$ cat config.mk
export PLATFORM = sky130hd
export DESIGN_NAME = bram_port_arbiter
export DESIGN_NICKNAME = d
export VERILOG_FILES = /design/src/rtl/bram_port_arbiter.sv
export SDC_FILE = /design/constraint.sdc
export NUM_CORES = 1
export LEC_CHECK = 0
export ABC_AREA = 1
export BUFFER_PORTS_ARGS = -buffer_cell sky130_fd_sc_hd__buf_2
export CAP_MARGIN = 15
export CORE_AREA = 10 10 143 145
export DETAILED_ROUTE_END_ITERATION = 8
export DIE_AREA = 0 0 153 155
export PLACE_DENSITY = 0.87
export SLEW_MARGIN = 15
export SYNTH_ARGS = -nofsm -noshare
export SYNTH_HDL_FRONTEND = slang
export SYNTH_SLANG_ARGS = --single-unit
$ cat constraint.sdc
create_clock -name clk -period 4.6 [get_ports clk]
set_input_delay 0.92 -clock clk [delete_from_list [all_inputs] [get_ports clk]]
set_output_delay 0.92 -clock clk [all_outputs]
set_load 0.1 [all_outputs]
$ cat src/rtl/bram_port_arbiter.sv
`default_nettype none
// ============================================================================
// Module   : bram_port_arbiter
// Purpose  : Round-robin sharing of a dual-port BRAM between NUM_REQ
//            requesters, with hazard blocking, fixed-latency read return
//            and a hardware clear sequence.
// Options  : define BRAM_ARB_STATS_EN to add the conflict_cnt output.
// Revision : 1.0
// ============================================================================
module bram_port_arbiter #(
    parameter int NUM_REQ = 4,
    parameter int ADDR_W  = 10,
    parameter int DATA_W  = 16
) (
    input  logic                      clk,
    input  logic                      reset,
    input  logic                      arb_en,
    input  logic                      init_start,
    output logic                      init_busy,
    input  logic [NUM_REQ-1:0]        req,
    input  logic [NUM_REQ-1:0]        req_we,
    input  logic [NUM_REQ*ADDR_W-1:0] req_addr,
    input  logic [NUM_REQ*DATA_W-1:0] req_wdata,
    output logic [NUM_REQ-1:0]        gnt,
    output logic [NUM_REQ-1:0]        rsp_valid,
    output logic [NUM_REQ*DATA_W-1:0] rsp_data,
    output logic                      wea,
    output logic                      web,
    output logic [ADDR_W-1:0]         addra,
    output logic [ADDR_W-1:0]         addrb,
    output logic [DATA_W-1:0]         dia,
    output logic [DATA_W-1:0]         dib,
    input  logic [DATA_W-1:0]         doa,
    input  logic [DATA_W-1:0]         dob
`ifdef BRAM_ARB_STATS_EN
    ,
    output logic [15:0]               conflict_cnt
`endif
);

    localparam int                   c_PTR_W    = $clog2(NUM_REQ);
    localparam logic [c_PTR_W:0]     c_NUM_REQ  = (c_PTR_W+1)'(NUM_REQ);
    localparam logic [c_PTR_W-1:0]   c_LAST_REQ = c_PTR_W'(NUM_REQ - 1);
    localparam logic [ADDR_W-2:0]    c_CLR_LAST = '1;

    typedef enum logic [1:0] {
        S_IDLE  = 2'd0,
        S_CLEAR = 2'd1,
        S_DRAIN = 2'd2
    } state_t;

    state_t                    r_state;
    logic [c_PTR_W-1:0]        r_ptr;
    logic [ADDR_W-2:0]         r_clr_k;
    logic                      r_busy;
    logic                      r_wea, r_web;
    logic [ADDR_W-1:0]         r_addra, r_addrb;
    logic [DATA_W-1:0]         r_dia, r_dib;
    logic [NUM_REQ-1:0]        r_p1_v, r_p1_b, r_p2_v, r_p2_b;
    logic [NUM_REQ*DATA_W-1:0] r_hold;

    logic [c_PTR_W:0]          w_idx;
    logic [c_PTR_W-1:0]        w_g1, w_g2, w_last, w_ptr_nxt;
    logic                      w_found1, w_found2;
    logic                      w_arb, w_hazard, w_gnt1, w_gnt2;
    logic                      w_we1, w_we2;
    logic [ADDR_W-1:0]         w_addr1, w_addr2;
    logic [DATA_W-1:0]         w_wdata1, w_wdata2;
    logic [NUM_REQ-1:0]        w_rd_v, w_rd_b;
    logic [ADDR_W-2:0]         w_clr_nxt;
    logic [NUM_REQ*DATA_W-1:0] w_sel;

    // Rotating scan from the pointer: first two active requesters.
    always_comb begin
        w_found1 = 1'b0;
        w_found2 = 1'b0;
        w_g1     = '0;
        w_g2     = '0;
        w_idx    = '0;
        for (int off = 0; off < NUM_REQ; off++) begin
            w_idx = {1'b0, r_ptr} + (c_PTR_W+1)'(off);
            if (w_idx >= c_NUM_REQ) begin
                w_idx = w_idx - c_NUM_REQ;
            end
            if (req[w_idx[c_PTR_W-1:0]]) begin
                if (!w_found1) begin
                    w_found1 = 1'b1;
                    w_g1     = w_idx[c_PTR_W-1:0];
                end else if (!w_found2) begin
                    w_found2 = 1'b1;
                    w_g2     = w_idx[c_PTR_W-1:0];
                end
            end
        end
    end

    assign w_we1    = req_we[w_g1];
    assign w_we2    = req_we[w_g2];
    assign w_addr1  = req_addr[w_g1*ADDR_W +: ADDR_W];
    assign w_addr2  = req_addr[w_g2*ADDR_W +: ADDR_W];
    assign w_wdata1 = req_wdata[w_g1*DATA_W +: DATA_W];
    assign w_wdata2 = req_wdata[w_g2*DATA_W +: DATA_W];

    // Gating with reset keeps gnt low while the block is held in reset.
    assign w_arb    = reset && (r_state == S_IDLE) && arb_en && !init_start;
    assign w_hazard = w_arb && w_found2 && (w_addr1 == w_addr2) && (w_we1 || w_we2);
    assign w_gnt1   = w_arb && w_found1;
    assign w_gnt2   = w_arb && w_found2 && !w_hazard;

    assign w_last    = w_gnt2 ? w_g2 : w_g1;
    assign w_ptr_nxt = (w_last == c_LAST_REQ) ? '0 : w_last + c_PTR_W'(1);
    assign w_clr_nxt = r_clr_k + (ADDR_W-1)'(1);

    always_comb begin
        gnt    = '0;
        w_rd_v = '0;
        w_rd_b = '0;
        if (w_gnt1) begin
            gnt[w_g1]    = 1'b1;
            w_rd_v[w_g1] = !w_we1;
        end
        if (w_gnt2) begin
            gnt[w_g2]    = 1'b1;
            w_rd_v[w_g2] = !w_we2;
            w_rd_b[w_g2] = 1'b1;
        end
    end

    always_ff @(posedge clk or negedge reset) begin
        if (!reset) begin
            r_state <= S_IDLE;
            r_ptr   <= '0;
            r_clr_k <= '0;
            r_busy  <= 1'b0;
            r_wea   <= 1'b0;
            r_web   <= 1'b0;
            r_addra <= '0;
            r_addrb <= '0;
            r_dia   <= '0;
            r_dib   <= '0;
            r_p1_v  <= '0;
            r_p1_b  <= '0;
            r_p2_v  <= '0;
            r_p2_b  <= '0;
            r_hold  <= '0;
        end else begin
            r_p1_v <= w_rd_v;
            r_p1_b <= w_rd_b;
            r_p2_v <= r_p1_v;
            r_p2_b <= r_p1_b;
            r_hold <= rsp_data;
            case (r_state)
                S_IDLE: begin
                    if (init_start) begin
                        r_state <= S_CLEAR;
                        r_busy  <= 1'b1;
                        r_clr_k <= '0;
                        r_wea   <= 1'b1;
                        r_web   <= 1'b1;
                        r_addra <= '0;
                        r_addrb <= ADDR_W'(1);
                        r_dia   <= '0;
                        r_dib   <= '0;
                    end else begin
                        r_wea <= w_gnt1 && w_we1;
                        r_web <= w_gnt2 && w_we2;
                        if (w_gnt1) begin
                            r_addra <= w_addr1;
                            r_dia   <= w_wdata1;
                            r_ptr   <= w_ptr_nxt;
                        end
                        if (w_gnt2) begin
                            r_addrb <= w_addr2;
                            r_dib   <= w_wdata2;
                        end
                    end
                end
                // Port registers run one word pair ahead so the BRAM sees pair k in clear cycle k.
                S_CLEAR: begin
                    if (r_clr_k == c_CLR_LAST) begin
                        r_state <= S_DRAIN;
                        r_wea   <= 1'b0;
                        r_web   <= 1'b0;
                    end else begin
                        r_clr_k <= w_clr_nxt;
                        r_addra <= {w_clr_nxt, 1'b0};
                        r_addrb <= {w_clr_nxt, 1'b1};
                    end
                end
                S_DRAIN: begin
                    r_state <= S_IDLE;
                    r_busy  <= 1'b0;
                end
                default: begin
                    r_state <= S_IDLE;
                    r_busy  <= 1'b0;
                end
            endcase
        end
    end

    // Read data is taken straight off the BRAM in the valid cycle, then held.
    for (genvar i = 0; i < NUM_REQ; i++) begin : g_lane
        assign w_sel[i*DATA_W +: DATA_W]    = r_p2_b[i] ? dob : doa;
        assign rsp_data[i*DATA_W +: DATA_W] = r_p2_v[i] ? w_sel[i*DATA_W +: DATA_W]
                                                        : r_hold[i*DATA_W +: DATA_W];
    end

    assign rsp_valid = r_p2_v;
    assign init_busy = r_busy;
    assign wea       = r_wea;
    assign web       = r_web;
    assign addra     = r_addra;
    assign addrb     = r_addrb;
    assign dia       = r_dia;
    assign dib       = r_dib;

`ifdef BRAM_ARB_STATS_EN
    logic [15:0] r_conflict_cnt;

    always_ff @(posedge clk or negedge reset) begin
        if (!reset) begin
            r_conflict_cnt <= '0;
        end else if ((r_state == S_IDLE) && init_start) begin
            r_conflict_cnt <= '0;
        end else if (w_hazard && (r_conflict_cnt != 16'hFFFF)) begin
            r_conflict_cnt <= r_conflict_cnt + 16'd1;
        end
    end

    assign conflict_cnt = r_conflict_cnt;
`endif

endmodule
`default_nettype wire

After elaboration in Yosys (flattened, before gate mapping)
Index checks and enable logic that the tools add are counted.
{ "word_totals": {"regBits": 148, "in_bits": 148, "out_inout_bits": 127, "wordCells": 171} }
{ "classes": {"addsub": 9, "n_mul": 2, "magnitude_cmp": 12, "n_eq_ne": 9, "n_shift": 4, "n_mux": 86, "n_bitwise": 4, "n_reduce_logical": 30} }
{ "op_table": {"columns": ["cell", "count"], "rows": [
  ["16-bit 2-to-1 mux", 12],
  ["64-bit by 7-bit variable part select with 16-bit output", 2],
  ["40-bit by 7-bit variable part select with 10-bit output", 2],
  ["10-bit 2-to-1 mux", 6],
  ["2-bit 2-to-1 mux", 23],
  ["10-bit case mux with 2 select lines", 2],
  ["1-bit 2-to-1 mux", 22],
  ["4-bit 2-to-1 mux", 5],
  ["2-bit by 3-bit less-than comparator with 1-bit output, second input constant", 6],
  ["9-bit 2-to-1 mux", 2],
  ["9-bit case mux with 2 select lines", 1],
  ["1-bit binary-select mux with 2-bit select", 6],
  ["1-bit logical AND", 12],
  ["3-bit AND reduction", 4],
  ["10-bit equality test", 1],
  ["2-bit by 3-bit multiplier with 5-bit output, second input constant", 2],
  ["2-bit AND reduction", 5],
  ["9-bit by 1-bit adder with 9-bit output, second input constant", 1],
  ["9-bit equality test, second input constant", 1],
  ["3-bit greater-or-equal comparator, second input constant", 3],
  ["2-bit by 1-bit subtractor with 2-bit output, second input constant", 4],
  ["2-bit by 2-bit adder with 3-bit output, second input constant", 2],
  ["2-bit inequality test, second input constant", 3],
  ["3-bit inequality test, second input constant", 2],
  ["other kinds (17)", 27]
]} }

Depth between registers and ports, before layout
Gate-level depths: netlist of the first run.
{ "logic_depth": {"depth_word": 23, "mapped_depth": 33, "ltp_nobuf": 30} }

Worst setup path after synthesis of the first run
OpenSTA, ideal clock, no wires.
{ "synth_path": {"path_type": "input to output", "startpoint": "input port req[3]", "endpoint": "output port gnt[3]", "arrival_ns": 5.051, "required_time_ns": 3.680, "setup_slack_ns": -1.371, "stages": 26, "n_path_buf": 2, "path_cell_list": "inv_1 > nand2_1 > nand3_1 > nand2_2 > ha_1 > inv_1 > nand2_1 > nand2_1 > nand2_1 > nand2_2 > nand2_2 > nand2_4 > buf_6 > nand2_1 > nand2_1 > nand2_1 > nand2_1 > nand3_1 > nand2_1 > inv_1 > nand2_1 > nor2_1 > nand3_2 > nand2_2 > buf_6 > o21ai_0"} }
{ "synth_via": {"elab_chain_len": 19, "word_cells_on_any_way": 62, "cone_classes": "mul (2); order compare (4); eq/ne (1); shift (2); mux (43); bitwise (1); reduce/logical (9)"} }
{ "synth_rtl": {"columns": ["item", "line", "source"], "rows": [
  ["from (decl)", "20", "input logic [NUM_REQ-1:0] req,"],
  ["1-bit binary-select mux with 2-bit select", "85", "if (req[w_idx[c_PTR_W-1:0]]) begin"],
  ["1-bit 2-to-1 mux (not written as such)", "85", null],
  ["1-bit 2-to-1 mux", "85", null],
  ["2-bit 2-to-1 mux / 1-bit 2-to-1 mux (equally long branches)", "86", "if (!w_found1) begin"],
  ["2-bit 2-to-1 mux / 1-bit 2-to-1 mux (equally long branches)", "85", null],
  ["2-bit 2-to-1 mux", "89", "end else if (!w_found2) begin"],
  ["2-bit 2-to-1 mux", "86", null],
  ["2-bit 2-to-1 mux", "85", null],
  ["(+2 left out)", null, null],
  ["2-bit 2-to-1 mux", "85", null],
  ["2-bit by 3-bit multiplier with 5-bit output", "100", "assign w_addr2 = req_addr[w_g2*ADDR_W +: ADDR_W];"],
  ["40-bit by 7-bit variable part select with 10-bit output", "100", null],
  ["10-bit equality test", "106", "assign w_hazard = w_arb && w_found2 && (w_addr1 == w_addr2) && (w_we1 || w_we2);"],
  ["1-bit logical AND (2 in a row)", "106", null],
  ["1-bit zero test", "108", "assign w_gnt2 = w_arb && w_found2 && !w_hazard;"],
  ["1-bit logical AND", "108", null],
  ["4-bit 2-to-1 mux (*)", "122", "if (w_gnt2) begin"],
  ["to (decl)", "24", "output logic [NUM_REQ-1:0] gnt,"]
]} }
Mark *: on every way between the ends. The rest lies on a longest branch, timed or not. The select of a mux whose other input is x is not followed.

Final worst setup path of the first run
{ "layout_path": {"startpoint": "input port req[0]", "endpoint": "output port gnt[2]"} }
The elaborated chain is that of the path after synthesis.

==> results.cfg, run 1 <==
[synth]
yosys.area.top_type = dfrtp_1
ys_ff_latch = 148
synth_area_um2 = 8950
synth_nets = 1384
yosysTopAreaCellShare_pct = 41.4
ys_types = 38
ys_warn_count = 0
yosysSeqAreaShare_pct = 41.4
syn_area_per_cell_um2 = 7.26
ys_top_cells_by_area = dfrtp_1 (41%), nand2_1 (13%), nor2_1 (7.0%), o21a_1 (5.5%), nand3_1 (4.7%)
syn_inst = 1232

[clocking]
cts_buffers = 17
htree_num_levels = 4
cts.reportedPaths.clkPinSlew_ns = 0.06
cts_buffer_depth = 2
clk_latency_ns = 0.43
clock-sinks = 148
postCtsHoldBufs = 0
cts_tree = yes
cts_root_buffer = clkbuf_16

[finish]
drive_gt1_share_pct = 30.3
multi_input_area_um2 = 4700
fillers = 1491
final_net_count = 1691
final_cell_mix = nand2_1 (292), buf_2 (270), nor2_1 (163), dfrtp_1 (146), inv_1 (95)
layout_commonest_cell = nand2_1
synthToLayoutAreaGrowth_pct = 31.8
seq_area_um2 = 3710

[sta]
finalHoldViolations = 0
period_minus_slack_ns = 4.46
tns_ns = 0
skew_ns = 0.0124
slew_violations = 0
fmax_mhz = 224
fin_crit_sh_pct = 97.0
worst-slew-pin-transition_ns = 1.15
finalSetupViolCount = 0
timing.slew.headroom_pct = 23.1

[status]
outcome = completed

[drt]
finalWirelength_um = 33200
drc_errors = 0
drt-vias-per-instance = 5.63
vias = 10000
drt_iter0_drc = 994
antenna_left = 0
dr.pass1.iters = 6
wl_per_cell_um = 18.6

[worst_setup_path]
worstPathMaxFanout = 6
cp.required_ns = 3.68
cp_data_arrival_time_ns = 3.54
criticalPathCategory = input port to output pin
crit_path_start_kind = input port
end_kind = output pin
rr_worst_depth = 29

[die]
dieArea_um2 = 23700
coreArea_um2 = 17700
ios = 275
initial_utilization_pct = 50.7
die_y_um = 155
die_x_um = 153
std_cell_rows = 49

[placement]
io_buffers = 274
place_congestion = 0.999
dp_hpwl_um = 24500

[grt]
gr-total-overflow = 0
antenna_found_initial = 3
grt_max_degree = 69
grt_pass1_vias = 9482
grt_pass1_wl_um = 51600
grt_util_all_layers_pct = 26.4

[worst_hold_path]
hold_class = input port to asynchronous set/reset pin

[job]
drv_cap = 0
-- flip-flops by register name, summed over array words and instances, names as in the netlist --
signal,flops
rsp_valid,4
wea,1
r_clr_k,9
r_p1_v,4
init_busy,1
addrb,10
dib,16
r_p2_b,4
dia,16
r_state,2
r_hold,64
web,1
addra,10
r_p1_b,4
r_ptr,2
-- layout make-up --
class | instances | share of cell area, %
Timing Repair Buffer | 349 | 17.6
Tap cell | 229 | 2.43
Sequential cell | 148 | 31.4
Inverter | 112 | 3.69
Clock buffer | 19 | 3.76
Clock inverter | 12 | 1.11
Antenna cell | 3 | 0.0637
Multi-Input combinational cell | 910 | 39.9
Timing Repair inverter | 1 | 0.0531
-- routing by layer --
metal / GRT usage [%] / share of wire (%) / vias up
met5: 0 / 0 / -
met4: 9.54 / 3.4 / 0
met3: 6.53 / 11 / 97
met2: 42.2 / 47 / 621
met1: 33.9 / 39 / 4628
li1: - / - / 4692
-- synthesized netlist by cell type, drive strengths merged --
library cell and n:
a21oi 84, a31oi 6, and2 2, buf 21, clkbuf 41, clkinv 2
dfrtp 148, ha 4, inv 110, nand2 328, nand3 88, nand3b 1
nand4 9, nor2 176, nor3 9, o211ai 14, o21a 65, o21ai 72
o221ai 10, o22ai 29, o31ai 13
-- metrics by stage --
step / instance area (µm²) / cells / utilization (%) / setup WS, ns / hold slack [ns]
3_3_place_gp: 10800 / 1727 / 61.3 / 0.0602 / 0.333
4_1_cts: 11400 / 1760 / 64.7 / 0.0182 / 0.329
6_report: 11800 / 1783 / 66.8 / 0.140 / 0.337
5_1_grt: 11800 / 1783 / 66.8 / -0.0651 / 0.343
2_1_floorplan: 8970 / 1232 / - / -0.217 / 0.331
3_5_place_dp: 10800 / 1727 / 61.3 / 0.00285 / 0.335
-- worst max-delay path, stage by stage --
cell and delay [ns]:
buf_2 0.10, inv_1 0.06, nand2_2 0.08, nand3_4 0.11
nand2_8 0.08, ha_4 0.27, inv_1 0.03, nand2_1 0.05
nand2_1 0.04, nand2_1 0.07, nand2_2 0.07, buf_4 0.15
a21oi_4 0.13, buf_4 0.15, nand2_1 0.05, nand2_1 0.06
nand2_1 0.07, nand2_2 0.10, inv_1 0.04, nand2_1 0.08
nand3_1 0.10, nor2_2 0.10, nand3_2 0.13, nand2_4 0.11
buf_12 0.12, o22ai_4 0.07, buf_12 0.19
-- timing repair --
action,4_1_cts,5_1_grt
resized for setup,2,49
setup buffers,2,19
endpoints found under the hold margin,0,0
pin swaps,2,23
endpoints found under the setup margin,4,4
cloned,0,1
-- cells by family (layout without fill, tap and decap cells) --
group	count (synthesis)	count (layout)	synth area share [%]
AND/OR/NAND/NOR	613	613	29.4
AO/OA/AOI/OAI	293	293	20.3
buffers and inverters	174	493	8.34
flip-flops	148	148	41.4
adder cells (fa/ha/maj)	4	4	0.559
other	0	3	0
-- worst paths after layout --
| kind | from | end | slack (ns) |
|---|---|---|---|
| max | req[0] | gnt[2] | 0.14 |
| min | reset | dia[9]$_DFFE_PN0P_ | 0.34 |
| max reg2reg | r_ptr[0]$_DFFE_PN0P_ | dib[12]$_DFFE_PN0P_ | 0.79 |
| min reg2reg | r_p1_v[1]$_DFF_PN0_ | rsp_valid[1]$_DFF_PN0_ | 0.34 |
| max in group asynchronous | reset | addra[1]$_DFFE_PN0P_ | 3.18 |
| min in group clk | r_p1_v[1]$_DFF_PN0_ | rsp_valid[1]$_DFF_PN0_ | 0.34 |
Power of run 1 is not shown: default switching activity piles up to over one toggle a cycle in this logic, so the estimate is an artifact.
==> inputs of run 2 (changes only) <==
==> constraint.sdc (replaced) <==
create_clock -name clk -period 4.6 [get_ports clk]
set_input_delay 0.92 -clock clk [delete_from_list [all_inputs] [get_ports clk]]
set_output_delay 0.92 -clock clk [all_outputs]
set_load 0.02 [all_outputs]
==> run 2 against run 1 <==
  * Final area up 1.3%
  * Sequential cell count unchanged
  * Final cell count rose by 0.28%
  * Clock skew decreased by 0.0016 ns
  * Utilization increased by 0.86 points
  * Worst setup slack got worse by 0.060 ns
  * Routed wire length rose by 0.37%
  * First-iteration DRC count rose by 3.0%
  * Non-clock buffer count grew 5
  * Critical path depth decreased by 3
  * Die area unchanged
  * Critical endpoint unchanged
  * Largest cell class unchanged
==> results.cfg, run 2 (synthesized netlist as in run 1, its figures left out) <==
[power]
vdd_drop_max_v = 0.000770
power_density_nw_per_um2 = 1000
power.leakage_uw = 0.00595

[die]
die_x_um = 153
coreArea_um2 = 17700
std_cell_rows = 49
die_y_um = 155
dieArea_um2 = 23700
initial_utilization_pct = 50.7
ios = 275

[sta]
skew_ns = 0.0108
finalSetupViolCount = 0
fin_crit_sh_pct = 98.3
finalHoldViolations = 0
timing.final.ws_setup_ns = 0.0793
slew_violations = 0
worst-slew-pin-transition_ns = 1.16
timing.slew.headroom_pct = 22.7
fmax_mhz = 221
period_minus_slack_ns = 4.52

[worst_setup_path]
rr_worst_depth = 27
criticalPathCategory = input port to output pin
end_kind = output pin
cp_data_arrival_time_ns = 3.60
worstPathMaxFanout = 5
crit_path_start_kind = input port
cp.required_ns = 3.68

[finish]
fillers = 1424
regMostFlops = r_hold
largest_reg_flops = 64
postLayoutCoreUtil_pct = 67.6
layout_commonest_cell = nand2_1
final_cell_mix = nand2_1 (277), buf_2 (269), nor2_1 (161), dfrtp_1 (146), inv_1 (91)
final_net_count = 1695
synthToLayoutAreaGrowth_pct = 33.5
drive_gt1_share_pct = 31.6

[clocking]
cts.reportedPaths.clkPinSlew_ns = 0.06
postCtsHoldBufs = 0
cts_buffer_depth = 2
cts_tree = yes
cts_root_buffer = clkbuf_16
clock-sinks = 148
htree_num_levels = 4
cts_buffers = 17
clk_latency_ns = 0.42

[grt]
gr-total-overflow = 0
grt_max_degree = 67
grt_pass1_vias = 9639
antenna_found_initial = 3
grt_util_all_layers_pct = 26.3
grt_pass1_wl_um = 51600

[job]
drv_cap = 0

[drt]
finalWirelength_um = 33300
drc_errors = 0
wl_per_cell_um = 18.6
drt_iter0_drc = 1024
antenna_left = 0
vias = 10200
dr.pass1.iters = 6
drt-vias-per-instance = 5.68

[worst_hold_path]
whs_path_depth = 0
hold_class = register to register

[placement]
io_buffers = 274
dp_hpwl_um = 24200
place_congestion = 0.957
pre_cts_slack_ns = -0.0611

[status]
outcome = completed
[run 2: where the power goes]
group / switching, µW / internal (µW) / total, µW
clock: 571 / 988 / 1560
sequential: 242 / 1760 / 2000
combinational: 5210 / 3210 / 8420
total: 6020 / 5960 / 12000
[run 2: routing by layer]
layer  GRT usage (%)  vias to the layer above  wire, µm
li1                -                     4690         -
met1            32.8                     4683     12800
met2            42.0                      676     15500
met3            7.50                      104      3650
met4            10.6                        0      1310
met5               0                        -         0
[run 2: final timing paths]
path / start / to / slack (ns)
setup / recovery: req[1] / gnt[2] / 0.08
hold / removal: r_p1_v[3]$_DFF_PN0_ / rsp_valid[3]$_DFF_PN0_ / 0.34
setup reg to reg: r_ptr[0]$_DFFE_PN0P_ / dib[7]$_DFFE_PN0P_ / 0.80
hold reg to reg: r_p1_v[3]$_DFF_PN0_ / rsp_valid[3]$_DFF_PN0_ / 0.34
max in group asynchronous: reset / r_hold[41]$_DFF_PN0_ / 2.43
min in group asynchronous: reset / dia[5]$_DFFE_PN0P_ / 0.36
[run 2: stage by stage]
stage,area (µm²),setup TNS (ns),power (µW),instances,hold WS (ns)
finish,11900,0,12000,1788,0.340
global route,11900,-0.256,12800,1788,0.344
CTS,11500,0,10900,1763,0.340
detailed placement,10700,-0.167,9210,1725,0.335
global placement,10700,0,9120,1725,0.331
floorplan,8950,0,6630,1232,0.331
[run 2: critical path, cell delays in order]
cell and delay, ns:
buf_2 0.11, inv_1 0.06, nand2_2 0.07, nand3_4 0.09, nand2_4 0.08, buf_4 0.16
nor2_8 0.13, nand3_4 0.16, inv_4 0.12, nor2_2 0.05, nor2_4 0.26, buf_12 0.16
nand3_2 0.08, and2_4 0.17, nand2_2 0.07, nand2_1 0.06, nand2_1 0.07, nand2_1 0.07
nor2_2 0.12, nand3_2 0.13, nand2_4 0.11, buf_6 0.11, o22ai_1 0.06, buf_4 0.18
[run 2: cell type report]
| type | count | area [µm²] | area share, % |
|---|---|---|---|
| Multi-Input combinational cell | 910 | 4710 | 39.5 |
| Sequential cell | 148 | 3710 | 31.0 |
| Timing Repair Buffer | 354 | 2140 | 17.9 |
| Clock buffer | 19 | 443 | 3.71 |
| Inverter | 112 | 430 | 3.60 |
| Tap cell | 229 | 287 | 2.40 |
| Clock inverter | 13 | 219 | 1.83 |
| Antenna cell | 3 | 7.51 | 0.0629 |
[run 2: what timing repair did]
item | in CTS | in global routing
endpoints found under the setup margin | 4 | 4
pin swaps | 1 | 43
gates cloned | 0 | 3
setup buffers | 6 | 19
resized for setup | 3 | 81
No activity file was read; power rests on OpenSTA's default activity.
==> inputs of run 3 (changes only) <==
--- a/config.mk
+++ b/config.mk
@@ -8,10 +8,10 @@
 export ABC_AREA = 1
 export BUFFER_PORTS_ARGS = -buffer_cell sky130_fd_sc_hd__buf_2
 export CAP_MARGIN = 15
-export CORE_AREA = 10 10 143 145
+export CORE_AREA = 10 10 146 134
 export DETAILED_ROUTE_END_ITERATION = 8
-export DIE_AREA = 0 0 153 155
-export PLACE_DENSITY = 0.87
+export DIE_AREA = 0 0 156 144
+export PLACE_DENSITY = 0.92
 export SLEW_MARGIN = 15
 export SYNTH_ARGS = -nofsm -noshare
 export SYNTH_HDL_FRONTEND = slang
==> constraint.sdc (replaced) <==
create_clock -name clk -period 5.2 [get_ports clk]
set_input_delay 1.04 -clock clk [delete_from_list [all_inputs] [get_ports clk]]
set_output_delay 1.04 -clock clk [all_outputs]
set_load 0.02 [all_outputs]
==> run 3 against run 2 <==
  * Via count is 1.5% lower
  * Critical path depth is 3 higher
  * Register-to-register slack better by 0.33 ns
  * Clock skew hardly changed
  * Die area is 5.3% lower
  * Clock power is 26% lower
  * Final area is 7.2% lower
  * Hold slack better by 0.0073 ns
  * Sequential share of layout area is 2.4 points higher
  * Largest cell class unchanged
  * Largest power group unchanged
==> results.cfg, run 3 (synthesized netlist as in run 1, its figures left out) <==
[status]
outcome = completed

[die]
die_y_um = 144
die_x_um = 156
initial_utilization_pct = 53.9
std_cell_rows = 45
ios = 275
dieArea_um2 = 22500
coreArea_um2 = 16600

[job]
drv_cap = 0

[sta]
timing.slew.headroom_pct = 21.6
finalHoldViolations = 0
slew_violations = 0
worst-slew-pin-transition_ns = 1.18
tns_ns = 0
timing.final.ws_setup_ns = 0.281
period_minus_slack_ns = 4.92
skew_ns = 0.0113
fin_crit_sh_pct = 94.6
finalSetupViolCount = 0
fmax_mhz = 203

[clocking]
cts_buffer_depth = 2
clk_latency_ns = 0.43
cts_buffers = 17
clock-sinks = 148
cts.reportedPaths.clkPinSlew_ns = 0.06
htree_num_levels = 4
cts_root_buffer = clkbuf_16
cts_tree = yes

[finish]
final_net_count = 1641
final_cell_mix = nand2_1 (304), buf_2 (273), nor2_1 (168), dfrtp_1 (146), inv_1 (96)
layoutNonFillerInstCount = 1715
design_area_um2 = 11100
layout_commonest_cell = nand2_1
largest_reg_flops = 64
drive_gt1_share_pct = 26.1
postLayoutCoreUtil_pct = 66.7
synthToLayoutAreaGrowth_pct = 23.9
regMostFlops = r_hold

[drt]
drt_iter0_drc = 1184
drc_errors = 0
vias = 9997
antenna_left = 0
wl_per_cell_um = 18.5
drt-vias-per-instance = 5.83
dr.pass1.iters = 6
finalWirelength_um = 31700

[worst_hold_path]
hold_class = register to register
whs_path_depth = 0

[placement]
dpl.cell_count = 1675
place_area_um2 = 10400
place_congestion = 0.992
pre_cts_slack_ns = 0.133
dp_hpwl_um = 23700
io_buffers = 274

[worst_setup_path]
cp_data_arrival_time_ns = 3.88
ff2ff_setup_slack_ns = 1.13
reg2reg_from = r_ptr[0]$_DFFE_PN0P_
end_kind = output pin
criticalPathCategory = input port to output pin
cp.required_ns = 4.16
startpoint = req[3]
worstPathMaxFanout = 13
rr_worst_depth = 24
reg2reg_to = dib[0]$_DFFE_PN0P_
crit_path_start_kind = input port
setup.worst_path.end = gnt[0]

[power]
vdd_drop_max_v = 0.000757
power.leakage_uw = 0.00555
power_density_nw_per_um2 = 800

[grt]
antenna_found_initial = 2
grt_pass1_vias = 9603
grt_util_all_layers_pct = 27.8
gr-total-overflow = 0
grt_max_degree = 76
grt_pass1_wl_um = 50400
-- run 3: layer usage --
metal	track usage, %	vias up	wire length [µm]
met5	0	-	0
met4	12.6	0	1330
met3	8.22	123	3890
met2	43.3	710	14300
met1	35.0	4584	12200
li1	-	4580	-
-- run 3: worst min path at each step --
| stage | from | to |
|---|---|---|
| 6_report | r_p1_b[2]$_DFF_PN0_ | r_p2_b[2]$_DFF_PN0_ |
| 5_1_grt | r_p1_v[2]$_DFF_PN0_ | rsp_valid[2]$_DFF_PN0_ |
| 4_1_cts | r_p1_b[2]$_DFF_PN0_ | r_p2_b[2]$_DFF_PN0_ |
| 3_5_place_dp | r_p1_b[2]$_DFF_PN0_ | r_p2_b[2]$_DFF_PN0_ |
| 3_3_place_gp | r_p1_v[1]$_DFF_PN0_ | rsp_valid[1]$_DFF_PN0_ |
| 2_1_floorplan | r_p1_b[0]$_DFF_PN0_ | r_p2_b[0]$_DFF_PN0_ |
-- run 3: what timing repair did --
action                                  4_1_cts  5_1_grt
endpoints found under the setup margin        0        4
hold buffers                                  0        0
setup buffers                                 0        5
gates resized for setup                       0        7
-- run 3: layout make-up --
cell class	instances	area, µm²
Tap cell	211	264
Inverter	112	428
Multi-Input combinational cell	910	4530
Antenna cell	2	5.00
Timing Repair Buffer	300	1590
Clock buffer	18	439
Fill cell	1403	5530
Sequential cell	148	3710
Clock inverter	14	115
-- run 3: where the power goes --
group	internal, µW	total, µW	switching (µW)
Sequential	1560	1780	221
Combinational	1820	5940	4120
Clock	635	1150	514
-- run 3: metrics by stage --
step | power (µW) | hold slack [ns]
2_1_floorplan | 5860 | 0.331
3_3_place_gp | 7300 | 0.332
3_5_place_dp | 7420 | 0.335
4_1_cts | 8590 | 0.342
5_1_grt | 9520 | 0.349
6_report | 8870 | 0.347
-- run 3: critical path, cell delays in order --
cell and delay, ns:
buf_2 0.10, inv_1 0.05, nand2_1 0.08, nand3_2 0.13, nand2_4 0.11, ha_1 0.28, inv_1 0.04, nand2_1 0.05
nand2_1 0.04, nand2_1 0.07, nand2_2 0.08, nand2_2 0.17, nand2_8 0.11, nor2_4 0.24, nand2_1 0.12, and2_1 0.15
nand2_1 0.07, nand2_1 0.06, nand2_1 0.06, nand2_1 0.05, nor2_1 0.12, nand3_2 0.13, nand2_4 0.12, inv_2 0.03
nand3_1 0.09, o21ai_0 0.09, buf_2 0.18
